## config.mk

```make
export PLATFORM = sky130hd
export DESIGN_NAME = iz_param_loader
export DESIGN_NICKNAME = d
export VERILOG_FILES = /design/src/rtl/iz_pkg.sv /design/src/rtl/iz_loader_timeout.sv /design/src/rtl/iz_param_loader.sv
export SDC_FILE = /design/constraint.sdc
export NUM_CORES = 1
export LEC_CHECK = 0
export CELL_PAD_IN_SITES_DETAIL_PLACEMENT = 1
export CELL_PAD_IN_SITES_GLOBAL_PLACEMENT = 1
export CORE_MARGIN = 2
export CORE_UTILIZATION = 38
export DETAILED_ROUTE_END_ITERATION = 10
export PLACE_DENSITY = 0.77
export SLEW_MARGIN = 40
export SYNTH_ARGS = -nofsm -noshare
export SYNTH_HDL_FRONTEND = slang
export SYNTH_SLANG_ARGS = --single-unit
```

## constraint.sdc

```tcl
create_clock -name clk -period 2.4 [get_ports clk]
set_input_delay 0.48 -clock clk [delete_from_list [all_inputs] [get_ports clk]]
set_output_delay 0.48 -clock clk [all_outputs]
set_load 0.01 [all_outputs]
```

## src/rtl/iz_pkg.sv

```systemverilog
// iz_pkg: shared constants and types for the Izhikevich neuron and its
// byte-serial parameter loader. All parameter values are signed 16-bit,
// scaled by SCALE (64).
// Optional build macro used by the loader: IZ_LOADER_CHECKSUM_EN.
package iz_pkg;

  // Fixed-point scale shared with iz_neuron_with_loader
  localparam int unsigned SCALE = 64;

  // Voltage constants, scaled by SCALE
  localparam logic signed [15:0] V_RESET = -16'sd4160;  // -65 mV
  localparam logic signed [15:0] V_PEAK  = 16'sd1920;   // +30 mV

  // Regular-spiking defaults, scaled by SCALE
  localparam logic signed [15:0] DEFAULT_A = 16'sd1;      // 0.02
  localparam logic signed [15:0] DEFAULT_B = 16'sd13;     // 0.2
  localparam logic signed [15:0] DEFAULT_C = -16'sd4160;  // -65 mV
  localparam logic signed [15:0] DEFAULT_D = 16'sd512;    // 8

  // Frame start marker
  localparam logic [7:0] SYNC_BYTE = 8'hA5;

  // Frame lengths after the sync byte
  localparam int unsigned DATA_BYTES          = 8;
  localparam int unsigned CHECKSUM_FRAME_BYTES = 9;

  typedef enum logic [1:0] {
    ST_IDLE   = 2'd0,
    ST_LOAD   = 2'd1,
    ST_COMMIT = 2'd2
  } loader_state_e;

endpackage

```

## src/rtl/iz_loader_timeout.sv

```systemverilog
// iz_loader_timeout: inter-strobe cycle counter for the parameter loader.
// Ports:
//   clk, reset  - clock, synchronous active-high reset
//   clear       - force the count back to zero (has priority over enable)
//   enable      - count one cycle
//   expired_c   - combinational: count has reached TIMEOUT_CYCLES-1
module iz_loader_timeout #(
  parameter int unsigned TIMEOUT_CYCLES = 1024
) (
  input  logic clk,
  input  logic reset,
  input  logic clear,
  input  logic enable,
  output logic expired_c
);

  localparam int unsigned CW = (TIMEOUT_CYCLES > 2) ? $clog2(TIMEOUT_CYCLES) : 1;

  logic [CW-1:0] count;

  assign expired_c = (count == CW'(TIMEOUT_CYCLES - 1));

  // Counter holds at the expiry value until cleared
  always_ff @(posedge clk) begin
    if (reset) begin
      count <= '0;
    end else if (clear) begin
      count <= '0;
    end else if (enable && !expired_c) begin
      count <= count + CW'(1);
    end
  end

endmodule

```

## src/rtl/iz_param_loader.sv

```systemverilog
// iz_param_loader: assembles the four 16-bit Izhikevich parameters from a
// byte-serial load bus. Frame = SYNC_BYTE, a_hi, a_lo, b_hi, b_lo, c_hi,
// c_lo, d_hi, d_lo (plus an XOR check byte when IZ_LOADER_CHECKSUM_EN is
// defined). Parameters are double-buffered: only a complete frame is
// committed to the outputs.
// Ports:
//   clk, reset          - clock, synchronous active-high reset
//   load_strobe         - byte valid, one byte per high cycle
//   load_data[7:0]      - byte qualified by load_strobe
//   param_a..param_d    - committed parameters (signed, scaled by 64)
//   params_ready        - committed set valid and no frame in progress
//   busy                - frame in progress
//   frame_error         - one-cycle pulse on abort (timeout/check mismatch)
// Build macro: IZ_LOADER_CHECKSUM_EN (adds the trailing XOR check byte).
module iz_param_loader
  import iz_pkg::*;
#(
  parameter int unsigned TIMEOUT_CYCLES = 1024
) (
  input  logic        clk,
  input  logic        reset,
  input  logic        load_strobe,
  input  logic [7:0]  load_data,
  output logic [15:0] param_a,
  output logic [15:0] param_b,
  output logic [15:0] param_c,
  output logic [15:0] param_d,
  output logic        params_ready,
  output logic        busy,
  output logic        frame_error
);

`ifdef IZ_LOADER_CHECKSUM_EN
  localparam int unsigned FRAME_BYTES = CHECKSUM_FRAME_BYTES;
`else
  localparam int unsigned FRAME_BYTES = DATA_BYTES;
`endif
  localparam int unsigned CNT_W = 4;
  localparam logic [CNT_W-1:0] LAST_IDX = CNT_W'(FRAME_BYTES - 1);

  loader_state_e    state;
  loader_state_e    state_next;
  logic [CNT_W-1:0] byte_cnt;
  logic [7:0]       shadow [DATA_BYTES];
  logic             committed_valid;

  logic             abort_c;
  logic             take_byte_c;
  logic             tmo_expired_c;
  logic             tmo_clear_c;
  logic             in_load_c;

  assign in_load_c   = (state == ST_LOAD);
  assign tmo_clear_c = !in_load_c || load_strobe;

  iz_loader_timeout #(
    .TIMEOUT_CYCLES(TIMEOUT_CYCLES)
  ) u_timeout (
    .clk      (clk),
    .reset    (reset),
    .clear    (tmo_clear_c),
    .enable   (in_load_c),
    .expired_c(tmo_expired_c)
  );

`ifdef IZ_LOADER_CHECKSUM_EN
  logic [7:0] frame_xor_c;

  // Running XOR of the data bytes already captured
  always_comb begin
    frame_xor_c = '0;
    for (int i = 0; i < int'(DATA_BYTES); i++) begin
      frame_xor_c = frame_xor_c ^ shadow[i];
    end
  end
`endif

  // Next-state and control decode
  always_comb begin
    state_next  = state;
    abort_c     = 1'b0;
    take_byte_c = 1'b0;
    case (state)
      ST_IDLE: begin
        if (load_strobe && (load_data == SYNC_BYTE)) begin
          state_next = ST_LOAD;
        end
      end
      ST_LOAD: begin
        // Timeout wins over a coincident strobe
        if (tmo_expired_c) begin
          abort_c    = 1'b1;
          state_next = ST_IDLE;
        end else if (load_strobe) begin
          take_byte_c = (byte_cnt < CNT_W'(DATA_BYTES));
          if (byte_cnt == LAST_IDX) begin
`ifdef IZ_LOADER_CHECKSUM_EN
            if (load_data == frame_xor_c) begin
              state_next = ST_COMMIT;
            end else begin
              abort_c    = 1'b1;
              state_next = ST_IDLE;
            end
`else
            state_next = ST_COMMIT;
`endif
          end
        end
      end
      ST_COMMIT: state_next = ST_IDLE;
      default:   state_next = ST_IDLE;
    endcase
  end

  // State, shadow buffer and registered outputs
  always_ff @(posedge clk) begin
    if (reset) begin
      state           <= ST_IDLE;
      byte_cnt        <= '0;
      committed_valid <= 1'b0;
      param_a         <= DEFAULT_A;
      param_b         <= DEFAULT_B;
      param_c         <= DEFAULT_C;
      param_d         <= DEFAULT_D;
      params_ready    <= 1'b0;
      busy            <= 1'b0;
      frame_error     <= 1'b0;
      for (int i = 0; i < int'(DATA_BYTES); i++) begin
        shadow[i] <= '0;
      end
    end else begin
      state       <= state_next;
      busy        <= (state_next == ST_LOAD);
      frame_error <= abort_c;

      if (!in_load_c) begin
        byte_cnt <= '0;
      end else if (load_strobe && !tmo_expired_c) begin
        byte_cnt <= byte_cnt + CNT_W'(1);
      end

      if (take_byte_c) begin
        shadow[byte_cnt[2:0]] <= load_data;
      end else if (abort_c) begin
        for (int i = 0; i < int'(DATA_BYTES); i++) begin
          shadow[i] <= '0;
        end
      end

      if (state == ST_COMMIT) begin
        param_a         <= {shadow[0], shadow[1]};
        param_b         <= {shadow[2], shadow[3]};
        param_c         <= {shadow[4], shadow[5]};
        param_d         <= {shadow[6], shadow[7]};
        committed_valid <= 1'b1;
      end

      // Ready tracks the committed set, held low while a frame is open
      params_ready <= (committed_valid || (state == ST_COMMIT)) &&
                      (state_next == ST_IDLE);
    end
  end

endmodule

```

==> results of run 1 <==
==> per-layer routing <==
layer | up-vias | share of wire [%] | track usage (%)
met5 | - | 0 | 0
met4 | 0 | 1.5 | 5.88
met3 | 13 | 3.3 | 4.71
met2 | 78 | 52 | 33.8
met1 | 2034 | 44 | 22.5
li1 | 2023 | - | -
==> layout make-up <==
type	count	area (µm²)	area share, %
clock inverter	6	30.0	0.412
timing repair buffer	112	1040	14.3
multi-input combinational	355	1890	25.9
inverter	3	11.3	0.154
sequential	148	3600	49.4
clock buffer	25	485	6.66
tap	184	230	3.16
==> cells by family (layout without fill, tap and decap cells) <==
group           count (synthesis)  count (layout)  synth area share, %
simple gates                  270             270                 24.3
flops                         148             148                 64.3
compound gates                 78              78                 8.15
buf+inv                        28             146                 2.01
xor+xnor                        4               4                0.625
fa+ha+maj                       2               2                0.447
mux                             1               1                0.179
==> registers in the layout, summed over array words and instances (netlist names) <==
signal,flops
shadow,64
param_a,16
param_b,16
param_c,16
param_d,16
u_timeout.count,10
byte_cnt,4
state,2
busy,1
committed_valid,1
frame_error,1
params_ready,1
==> power by group through the flow <==
stage                     sequential (µW)  combinational, µW  clock, µW
after CTS                            2680                127       2380
final                                2680                126       2340
after global placement               2730                121          0
after global routing                 2680                134       2480
after detailed placement             2730                125          0
after floorplan                      2730               41.5          0
==> worst min path at each step <==
| stage | endpoint | slack [ns] | depth (start not counted) |
|---|---|---|---|
| 2_1_floorplan | committed_valid | 0.42 | 2 |
| 3_3_place_gp | committed_valid | 0.44 | 2 |
| 3_5_place_dp | param_b[2] | 0.45 | 2 |
| 4_1_cts | param_a[13] | 0.46 | 2 |
| 5_1_grt | param_d[6] | 0.49 | 2 |
| 6_report | param_a[13] | 0.46 | 2 |
==> Yosys cell counts (2+ instances only) <==
master,count
sky130_fd_sc_hd__a21o_1,2
sky130_fd_sc_hd__a21oi_1,57
sky130_fd_sc_hd__a31oi_1,3
sky130_fd_sc_hd__and2_1,64
sky130_fd_sc_hd__and4b_1,2
sky130_fd_sc_hd__buf_1,6
sky130_fd_sc_hd__clkbuf_1,18
sky130_fd_sc_hd__dfxtp_1,84
sky130_fd_sc_hd__edfxtp_1,64
sky130_fd_sc_hd__ha_1,2
sky130_fd_sc_hd__inv_1,3
sky130_fd_sc_hd__nand2_1,132
sky130_fd_sc_hd__nand2b_1,6
sky130_fd_sc_hd__nand3_1,21
sky130_fd_sc_hd__nand3b_1,2
sky130_fd_sc_hd__nor2_1,14
sky130_fd_sc_hd__nor3_1,5
sky130_fd_sc_hd__nor3_2,2
sky130_fd_sc_hd__nor3b_1,2
sky130_fd_sc_hd__o21ai_0,7
sky130_fd_sc_hd__o31ai_1,3
sky130_fd_sc_hd__or3_1,2
sky130_fd_sc_hd__or4_1,4
sky130_fd_sc_hd__xor2_1,4
==> worst register-to-register path, cell delays in order (launching register included) <==
cell and delay, ns:
sky130_fd_sc_hd__dfxtp_1 0.38, sky130_fd_sc_hd__ha_1 0.26, sky130_fd_sc_hd__nand2_1 0.21, sky130_fd_sc_hd__o31ai_4 0.58, sky130_fd_sc_hd__nor3_2 0.12, sky130_fd_sc_hd__nand2b_1 0.37
==> per-stage QoR <==
step | worst slack [ns] | cell area (µm²) | instances
floorplan | 0.136 | 5600 | 531
finish | 0.153 | 7290 | 833
global route | 0.0303 | 7290 | 833
CTS | 0.174 | 7290 | 833
detailed placement | -0.00744 | 6780 | 802
global placement | 0.106 | 6780 | 802
==> qor_table.md, run 1 <==
| Item | This run |
|---|---|
| Diodes inserted | 0 |
| Sinks on the clock net | 148 |
| Die Wd | 125 µm |
| Kind of cell with the highest combined delay on the critical path | simple AND/OR/NAND/NOR gates |
| Worst-case clock buffer depth | 2 |
| Run status | finished clean |
| Worst reg2reg endpoint | shadow[4][0] |
| Hold Vio Cnt, Final | 0 |
| Cell area after synthesis | 5600 µm² |
| Post-synthesis async set-or-reset flop share | 0% |
| Yosys synthesis warning count | 0 |
| Post-layout minimum cycle time | 2.25 ns |
| Count of unresolved DRC violations after routing | 0 |
| Count of state elements after synthesis | 148 |
| Max-cap violations | 0 |
| Leakage | 0.00264 µW |
| # setup viols final | 0 |
| Setup slack on the worst flop-to-flop path | 0.15 ns |
| Worst hold slack | 0.457 ns |
| Critical path depth in cells | 5 |
| Critical Path Fanout Max | 8 |
| Part of the cycle the worst path needs | 93.6% |
| Filler cell count | 1567 |
| Most common cell after layout, fill and taps aside | sky130_fd_sc_hd__nand2_1 |
| Cell type of the slowest stage on the worst timing path | sky130_fd_sc_hd__o31ai_4 |
| Arrival @ worst endpoint | 2.33 ns |
| Hold path startpoint | param_a[13] |
| Final slew viol count | 0 |
| Resized cells post-CTS | 0 |
| PwrDens | 706 nW/µm² |
| Die area | 15700 µm² |
| Clock tree root driver cell | sky130_fd_sc_hd__clkbuf_16 |
| CP Cell Sequence | ha_1 -> nand2_1 -> o31ai_4 -> nor3_2 -> nand2b_1 |
| Core area | 14500 µm² |
| Clock latency on the worst-skew pair | 0.42 ns |
| Initial Utilization | 38.7% |
| Worst reg2reg startpoint | u_timeout.count[0] |
| Cell type contributing the most total cell area after synthesis | sky130_fd_sc_hd__edfxtp_1 |
| Initial DRC count | 182 |
| Internal power | 4090 µW |
| Count of buffers inserted at the top-level ports | 77 |
| Top cell type's share of synthesized area | 34.3% |
| Crit path to | shadow[4][0] |
| First-pass GRT wire length | 23200 µm |
| Row Count | 44 |
| Combinational cell fraction of total power | 2.5% |
| GRT Residual Overflow | 0 |
| Required arrival time at the worst endpoint | 2.48 ns |
| Vias per inst | 4.98 |
| Count of antenna-violating nets left after detailed routing | 0 |
| Sequential group share of total power | 52.1% |
| Maximum number of pins on one net before global-route repair | 59 |
| Type of destination of the critical path | flip-flop |
| Number of buffers and inverters on the critical path | 0 |
| Pre-Repair DR Iteration Count | 7 |
| Share of layout cells above drive strength 1 | 11.2% |
| CTS H-tree lvls | 4 |
| Tot GR Track Use | 19.0% |
| Design Power | 5150 µW |
| Most frequent cells in the layout | sky130_fd_sc_hd__nand2_1, sky130_fd_sc_hd__dfxtp_1, sky130_fd_sc_hd__clkdlybuf4s50_1, sky130_fd_sc_hd__and2_1, sky130_fd_sc_hd__edfxtp_1 |
| Initial antenna violation count | 0 |
| Vias in the first global route | 4443 |
| Synthesized net count | 544 |
| # hold bufs at CTS | 0 |
| Via count | 4148 |
| Worst-case headroom to the max-slew limit | 47.8% |
| Maximum clock frequency | 445 MHz |
| Sequential element share of the synthesized area | 64.3% |
| Mean instance size in the synthesized netlist | 10.6 µm² |
| Height of the die | 125 µm |
| Total Negative Setup Slacks | 0 ns |
| Synthesized netlist cell count | 531 |
| Dominant synthesized flop cell | sky130_fd_sc_hd__dfxtp_1 |
| Critical path class | flip-flop to flip-flop |
| Final Routed Wirelength | 14400 µm |
| RePlAce Congestion | 0.841 |
| Switching power share of the total | 20.4% |
| Number of clock buffers inserted by TritonCTS | 17 |
| Sw power | 1050 µW |
| Hold WC Path Type | flip-flop to flip-flop |
| Worst Setup SP | u_timeout.count[0] |
| EDFF count, synth | 64 |
| Final nets | 650 |
| Post CTS Setup Buffer Count | 0 |
| Power share of the clock group | 45.4% |
| Distinct cells, synth | 46 |
| Worst slew pin tran | 0.777 ns |
| Setup repair after global routing missed its margin | false |
| Worst supply voltage drop on vdd | 0.000405 V |
| Clk_skew | 0.0123 ns |
| Post-synthesis to final-layout area growth | 30.1% |
| Post-detailed-placement half-perimeter wirelength | 10200 µm |
| Kind of start point of the critical path | flip-flop |
| Cell types occupying the most area after synthesis | sky130_fd_sc_hd__edfxtp_1, sky130_fd_sc_hd__dfxtp_1, sky130_fd_sc_hd__nand2_1, sky130_fd_sc_hd__and2_1, sky130_fd_sc_hd__a21oi_1 |
| Clock tree from TritonCTS | done |
| Number of cell instances on the worst register-to-register path | 5 |
| Crit path largest cell delay | 0.58 ns |
| Fin util | 50.4% |
| Clock-pin slew reported for the worst setup and hold paths after clock tree synthesis | 0.06 ns |
| Average routed wire per standard cell | 17.3 µm |
| Number of placed I/O pins | 78 |
Note: power is estimated with default switching activity, not from simulation.
==> inputs of run 2 (changes only) <==
--- a/config.mk
+++ b/config.mk
@@ -15,3 +15,4 @@
 export SYNTH_ARGS = -nofsm -noshare
 export SYNTH_HDL_FRONTEND = slang
 export SYNTH_SLANG_ARGS = --single-unit
+export TNS_END_PERCENT = 100
==> results of run 2 <==
Same layout as run 1: the final DEF is identical, and so are final timing and power.
